==> config.mk <==
export PLATFORM = sky130hd
export DESIGN_NAME = mux8_rr_arbiter
export DESIGN_NICKNAME = d
export VERILOG_FILES = /design/src/rtl/mux8_rr_arbiter_pkg.sv /design/src/rtl/mux8_rr_arbiter_pick8.sv /design/src/rtl/mux8_rr_arbiter.sv
export SDC_FILE = /design/constraint.sdc
export NUM_CORES = 1
export LEC_CHECK = 0
export CAP_MARGIN = 25
export CORE_MARGIN = 4
export CORE_UTILIZATION = 35
export DETAILED_ROUTE_END_ITERATION = 8
export GPL_TIMING_DRIVEN = 0
export PLACE_DENSITY = 0.58
export SYNTH_ARGS = -nofsm -noshare
export SYNTH_HDL_FRONTEND = slang
export SYNTH_SLANG_ARGS = --single-unit
==> constraint.sdc <==
create_clock -name Clk -period 5.8 [get_ports Clk]
set_input_delay 0.87 -clock Clk [delete_from_list [all_inputs] [get_ports Clk]]
set_output_delay 0.87 -clock Clk [all_outputs]
set_load 0.005 [all_outputs]
==> src/rtl/mux8_rr_arbiter_pkg.sv <==
// Shared types and constants for the 8-way round-robin mux arbiter.
package mux8_rr_arbiter_pkg;

    localparam int NUM_REQ       = 8;
    localparam int SEL_W         = 3;
    localparam int MAX_BEATS_DEF = 4;

    typedef enum logic {
        IDLE  = 1'b0,
        GRANT = 1'b1
    } state_e;

    function automatic logic [NUM_REQ-1:0] onehot(input logic [SEL_W-1:0] idx);
        logic [NUM_REQ-1:0] v;
        v = '0;
        v[idx] = 1'b1;
        return v;
    endfunction

endpackage

==> src/rtl/mux8_rr_arbiter_pick8.sv <==
// Rotating-priority pick: first requester after Ptr wins, Ptr itself last.
module rr_pick8
    import mux8_rr_arbiter_pkg::*;
(
    input  logic [NUM_REQ-1:0] req,
    input  logic [SEL_W-1:0]   ptr,
    output logic               any,
    output logic [SEL_W-1:0]   win
);

    logic             found;
    logic [SEL_W-1:0] idx;

    always_comb begin
        found = 1'b0;
        win   = ptr;
        idx   = ptr;
        for (int k = 1; k <= NUM_REQ; k++) begin
            idx = ptr + SEL_W'(k);
            if (!found && req[idx]) begin
                found = 1'b1;
                win   = idx;
            end
        end
        any = found;
    end

endmodule

==> src/rtl/mux8_rr_arbiter.sv <==
// Round-robin arbiter driving the select of an 8:1 word mux, with bursts
// of up to MAX_BEATS accepted words per grant.
module mux8_rr_arbiter
    import mux8_rr_arbiter_pkg::*;
#(
    parameter int MAX_BEATS = MAX_BEATS_DEF,
    parameter int CNT_W     = 5
) (
    input  logic               Clk,
    input  logic               Reset,
    input  logic [NUM_REQ-1:0] Req,
    input  logic               Ack,
    output logic [SEL_W-1:0]   Sel,
    output logic [NUM_REQ-1:0] Grant,
    output logic               Valid,
    output logic [CNT_W-1:0]   Beat
);

    state_e             state_q, state_d;
    logic [SEL_W-1:0]   ptr_q, ptr_d;
    logic [SEL_W-1:0]   sel_q, sel_d;
    logic [NUM_REQ-1:0] grant_q, grant_d;
    logic               valid_q, valid_d;
    logic [CNT_W-1:0]   beat_q, beat_d;

    logic             pick_any;
    logic [SEL_W-1:0] pick_win;
    logic [SEL_W-1:0] pick_ptr;
    logic             release_g;

    // On release the pick already sees the updated pointer (the current owner).
    assign pick_ptr = (state_q == GRANT) ? sel_q : ptr_q;

    rr_pick8 u_pick (
        .req (Req),
        .ptr (pick_ptr),
        .any (pick_any),
        .win (pick_win)
    );

    assign release_g = !Req[sel_q] ||
                       (Ack && (beat_q == CNT_W'(MAX_BEATS - 1)));

    always_comb begin
        state_d = state_q;
        ptr_d   = ptr_q;
        sel_d   = sel_q;
        grant_d = grant_q;
        valid_d = valid_q;
        beat_d  = beat_q;
        unique case (state_q)
            IDLE: begin
                if (pick_any) begin
                    state_d = GRANT;
                    sel_d   = pick_win;
                    grant_d = onehot(pick_win);
                    valid_d = 1'b1;
                    beat_d  = '0;
                end
            end
            GRANT: begin
                if (release_g) begin
                    ptr_d  = sel_q;
                    beat_d = '0;
                    if (pick_any) begin
                        sel_d   = pick_win;
                        grant_d = onehot(pick_win);
                    end else begin
                        state_d = IDLE;
                        grant_d = '0;
                        valid_d = 1'b0;
                    end
                end else if (Ack) begin
                    beat_d = beat_q + CNT_W'(1);
                end
            end
            default: state_d = IDLE;
        endcase
    end

    always_ff @(posedge Clk) begin
        if (Reset) begin
            state_q <= IDLE;
            ptr_q   <= SEL_W'(NUM_REQ - 1);
            sel_q   <= '0;
            grant_q <= '0;
            valid_q <= 1'b0;
            beat_q  <= '0;
        end else begin
            state_q <= state_d;
            ptr_q   <= ptr_d;
            sel_q   <= sel_d;
            grant_q <= grant_d;
            valid_q <= valid_d;
            beat_q  <= beat_d;
        end
    end

    assign Sel   = sel_q;
    assign Grant = grant_q;
    assign Valid = valid_q;
    assign Beat  = beat_q;

endmodule

; Word level (Yosys, flattened, before mapping)
; Cells that the tools add are included.
[op_classes]
n_bitwise = 1
eq_ne = 5
n_addsub = 8
magnitude_cmp = 11
n_reduce_logical = 22
mux = 55
[ops]
columns = op, count
row1 = "3-bit by 4-bit < comparator with 1-bit output, second input constant", 10
row2 = 3-bit 2-to-1 mux, 11
row3 = 1-bit binary-select mux with 3-bit select, 9
row4 = 8-bit 2-to-1 mux, 3
row5 = 1-bit 2-to-1 mux, 23
row6 = 8-bit case mux with 2 select lines, 1
row7 = 5-bit 2-to-1 mux, 3
row8 = "3-bit adder, second input constant", 4
row9 = 5-bit case mux with 2 select lines, 1
row10 = 1-bit logical AND, 9
row11 = 1-bit logical NOT, 8
row12 = "3-bit by 2-bit adder with 3-bit output, second input constant", 2
row13 = 3-bit case mux with 2 select lines, 1
row14 = 2-bit AND reduction, 3
row15 = "5-bit by 1-bit adder with 5-bit output, second input constant", 1
row16 = "5-bit by 2-bit == test with 1-bit output, second input constant", 1
row17 = "2-bit inequality test, second input constant", 2
row18 = 1-bit case mux with 2 select lines, 2
row19 = "3-bit by 1-bit adder with 3-bit output, second input constant", 1
row20 = 1-bit demux with 3-bit select, 1
row21 = "3-bit by 1-bit greater-or-equal comparator with 1-bit output, second input constant", 1
row22 = "3-bit by 2-bit inequality test with 1-bit output, second input constant", 1
row23 = 3-bit AND reduction, 1
row24 = "2-bit by 1-bit inequality test with 1-bit output, second input constant", 1
row25 = 2 further kinds, 2
[totals]
elab_cells = 108
inputBits = 11
out_inout_bits = 17
register_bits = 21

; Longest topological paths before layout
[logic_depth]
depth_word = 33
depth_mapped = 14

; By module
; Synthesis repeated with hierarchy kept, for this count alone.
[hier_totals]
hier_cells = 227
hier_area_um2 = 2026.9
[by_module_without_submodules]
columns = mod, cells_per_inst, n_inst, seq_area_each_um2, area_each_um2
row1 = mux8_rr_arbiter, 132, 1, 420.4, 1177.4
row2 = rr_pick8, 95, 1, 0.0, 849.6

; Least setup slack after synthesis
; Ideal clock, no wire load.
[synth_timing]
kind = register -> register
startpoint = reg state_q
endpoint = reg grant_q[0], in the netlist Grant[0]
stages_incl_launch_ff = 13
setup_ns = 0.087
arrival_ns = 3.764
n_path_buf = 2
path_slack_ns = 1.949
period_less_slack_ns = 3.851
cell_sequence = dfxtp_1 -> buf_6 -> mux2i_2 -> inv_1 -> clkbuf_1 -> ha_1 -> xnor2_1 -> mux4_1 -> nand2_1 -> nor3_1 -> or3_1 -> mux2i_4 -> o31ai_1
[synth_via]
elab_chain_len = 33
word_cells_on_any_way = 67
classes_between = add/sub: 7 / order compare: 2 / eq/ne: 2 / mux: 39 / bitwise: 1 / reduce/logical: 16
[synth_rtl]
columns = item, line_no
row1 = "start, declared", mux8_rr_arbiter.sv:19  ; state_e state_q, state_d;
row2 = "start signal, assigned", mux8_rr_arbiter.sv:90  ; state_q <= state_d;
row3 = 3-bit 2-to-1 mux, mux8_rr_arbiter.sv:32  ; assign pick_ptr = (state_q == GRANT) ? sel_q : ptr_q;
row4 = 3-bit by 1-bit adder with 3-bit output, mux8_rr_arbiter_pick8.sv:19  ; idx = ptr + SEL_W'(k);
row5 = 1-bit binary-select mux with 3-bit select, mux8_rr_arbiter_pick8.sv:20  ; if (!found && req[idx]) begin
row6 = 1-bit 2-to-1 mux (not written as such), mux8_rr_arbiter_pick8.sv:20
row7 = 1-bit 2-to-1 mux, mux8_rr_arbiter_pick8.sv:20
row8 = 1-bit logical NOT, mux8_rr_arbiter_pick8.sv:20
row9 = 1-bit logical AND, mux8_rr_arbiter_pick8.sv:20
row10 = 1-bit 2-to-1 mux, mux8_rr_arbiter_pick8.sv:20
row11 = [17 not listed], --
row12 = 3-bit 2-to-1 mux, mux8_rr_arbiter_pick8.sv:20
row13 = 3-bit by 4-bit < comparator with 1-bit output (not written as such) or 3-bit by 1-bit greater-or-equal comparator with 1-bit output (tied branches), mux8_rr_arbiter_pkg.sv:16  ; v[idx] = 1'b1;
row14 = 1-bit logical AND (not written as such), mux8_rr_arbiter_pkg.sv:16
row15 = 1-bit 2-to-1 mux (not written as such), mux8_rr_arbiter_pkg.sv:16
row16 = 1-bit demux with 3-bit select, mux8_rr_arbiter_pkg.sv:16
row17 = 8-bit 2-to-1 mux, mux8_rr_arbiter.sv:65  ; if (pick_any) begin
row18 = 8-bit 2-to-1 mux, mux8_rr_arbiter.sv:62  ; if (release_g) begin
row19 = 8-bit case mux with 2 select lines, mux8_rr_arbiter.sv:51  ; unique case (state_q)
row20 = "end signal, assigned", mux8_rr_arbiter.sv:93  ; grant_q <= grant_d;
row21 = "end, declared", mux8_rr_arbiter.sv:22  ; logic [NUM_REQ-1:0] grant_q, grant_d;
; Parallel ways exist; a longest one is shown, timed or not. The select of a mux whose other input is x is not followed.
; A chain may end at the register's enable or synchronous reset.

; Worst setup path after layout
[layout_timing]
startpoint = reg state_q
endpoint = reg grant_q[5], in the netlist Grant[5]
; Same word-level chain as after synthesis.

==> flow_summary.toml <==
[worst_hold_path]
min_path_cells = 2
worstHoldStart = "Grant[0]"
worstHoldPathType = "reg2reg"
hold_end = "Grant[0]"

[logic_synthesis]
yosys.cell_count.top_type = "nand2_1"
synth_edf_count = 0
synth_area_um2 = 2131
synth_async_sr_flop_share_pct = 0
synth-main-ff-cell = "dfxtp_1"
synth_area_leader_cell = "dfxtp_1"
synthDistinctLibCells = 51
ys_ff_latch = 21
postSynthCellCount = 234
synth_commonest_cells = "27 x nand2_1, 25 x nor2_1, 21 x dfxtp_1"
avgSynthCellArea_um2 = 9.106
synthesis.nets = 249
synth_warnings = 0
synth_seq_area_share_pct = 19.73
synth_top_area_share_pct = 19.73
ys_top_cells_by_area = "dfxtp_1 20%, mux4_2 14%, mux2i_1 7.5%"

[clocking]
cts_resized = 0
insertion_delay_ns = 0.26
cts_tree = "yes"
htree_levels = 1
hold_buffers = 0
clk_path_buf_depth = 2
cts_root_buf = "clkbuf_8"
cts.sinks = 21
postCtsSetupBuffers = 0
clk_pin_slew_worst_paths_ns = 0.09
cts_buffers = 3

[setup_path]
critPathBufInv = 3
rr_worst_depth = 12
cp_max_fo = 10
path_cells = "buf_6 -> mux2i_2 -> inv_1 -> clkbuf_1 -> ha_1 -> xnor2_1 -> mux4_1 -> nand2_1 -> a2111oi_4 -> nor3_1 -> mux2i_1 -> o31ai_1"
cp_top_family = "multiplexers"
critPathMaxStageDelay_ns = 0.70
cp-start-kind = "flop"
r2r-end = "Grant[5]"
worst_ep_arrival_time_ns = 4.72
rrSetupSlack_ns = 1.24
cp_slowest_cell = "mux4_1"
crit_required_ns = 5.97
startpoint = "state_q"
worstSetupPathType = "reg2reg"
r2r-start = "state_q"
cp-end-kind = "flop"

[power_and_ir_drop]
leakagePower_nw = 0.8839
ir_worst_vdd_uv = 274.0
power.density_nw_per_um2 = 539.0

[routing]
drc = 0
antenna_left = 0
routed_wirelength_um = 5451
dr.first_iter.drc_count = 78
wl_per_cell_um = 16.27
route.vias.total = 1904
drt_pass1_iterations = 4
viasPerCell = 5.684

[floorplanning]
ios = 28
die_w_um = 86.03
num_rows = 28
die_area_um2 = 7400
start_util_pct = 35.99
core-area_um2 = 5921
die_h_um = 86.03

[layout]
nNetsFinal = 276
final_cell_area_um2 = 2494
drive_gt1_share_pct = 14.62
fill_cells = 606
syn2layout_area_growth_pct = 17.03
antennaDiodeCount = 0

[place]
dp_hpwl_um = 4285
place.gp.congestion = 0.8861
port_buffers = 22
place_area_um2 = 2445

[sta]
rsz0062_at_grt = "false"
tightest_slew_ns = 0.8078
setup_tns_ns = 0
fin_skew_ns = 0.01317
slew_violations = 0
slew_headroom_pct = 45.73
post-route-min-period_ns = 4.557
clock.fmax_mhz = 219.5
fin_crit_sh_pct = 78.56
setup_viol = 0
final_hold_viol_count = 0

[global_routing]
grt_pass1_vias = 1853
antenna_found_initial = 0
overflow = 0
grt_max_degree = 14
grt.total_usage_pct = 15.13
grt_pass1_wl_um = 9301

[flow_run]
maxCapViolations = 0

[outcome]
outcome = "finished clean"
-- registers in the layout, indices dropped and copies added (netlist names) --
register and cells:
Grant 8, Sel 3, Beat 5, Valid 1
state_q 1, ptr_q 3
-- through the flow --
stage          hold slack, ns  setup WS, ns  instances  power (mW)  utilization, %
3_3_place_gp           0.4352         1.330        331       1.247           41.29
6_report               0.4544         1.243        335       1.344           42.12
5_1_grt                0.4845        0.8088        335       1.465           42.12
2_1_floorplan          0.4495         1.949        234       1.009               -
4_1_cts                0.4591         1.232        335       1.354           42.12
3_5_place_dp           0.4418         1.258        331       1.254           41.29
-- worst min-delay path, cell delays in order (launching register included) --
cell,delay (ns)
dfxtp_1,0.33
nand2_1,0.05
o31ai_1,0.05
-- power breakdown --
group / switching, mW / internal, mW / leakage (nW) / total (mW)
clock: 0.0494 / 0.0485 / 0.0217 / 0.0978
combinational: 0.564 / 0.464 / 0.690 / 1.03
sequential: 0.0370 / 0.181 / 0.172 / 0.218
total: 0.651 / 0.693 / 0.884 / 1.34
-- metal layers --
metal / vias up / part of all wire (%) / global-route usage [%]
met5: - / 0 / 0
met4: 0 / 0.73 / 2.302
met3: 4 / 5.4 / 0.8646
met2: 62 / 47 / 25.79
met1: 883 / 47 / 21.43
li1: 955 / - / -
-- area by class of cell --
cell class	count	area (um^2)	share of cell area (%)
multi-input cells	192	1614	64.73
repair buffers	22	220.2	8.831
flip-flops and latches	21	420.4	16.86
clock inverters	1	7.507	0.3011
well taps	75	93.84	3.763
inverters	10	40.04	1.606
clock buffers	3	41.29	1.656
plain buffers	11	56.30	2.258
-- logic make-up after synthesis --
kind of cell             count (synthesis)  share of synthesized area [%]
AO/OA/AOI/OAI                           58                          21.20
XOR/XNOR                                 7                          3.230
adder cells (fa/ha/maj)                  4                          2.349
buffers and inverters                   21                          4.521
flip-flops                              21                          19.73
multiplexers                            41                          30.53
AND/OR/NAND/NOR                         82                          18.44
-- layout by cell type (no fill, tap or decap), drive strengths merged, types with 3 or more instances in the layout --
cell,count
a211oi,5
a21oi,5
buf,3
clkbuf,11
clkdlybuf4s50,22
dfxtp,21
ha,4
inv,9
mux2,6
mux2i,21
mux4,14
nand2,27
nand2b,5
nand3,3
nand4,4
nor2,25
nor3,8
o211ai,7
o21ai,11
o311ai,3
o31ai,8
or2,3
xnor2,4
xor2,3
-- how the worst max path moves through the flow --
stage / end / depth (start not counted) / slack (ns)
after global placement: Beat[3] / 14 / 1.33
after global routing: Beat[4] / 14 / 0.81
after floorplan: Grant[0] / 12 / 1.95
final: Grant[5] / 12 / 1.24
after CTS: Grant[3] / 12 / 1.23
after detailed placement: Grant[3] / 12 / 1.26
(Power assumes the default switching activity.)
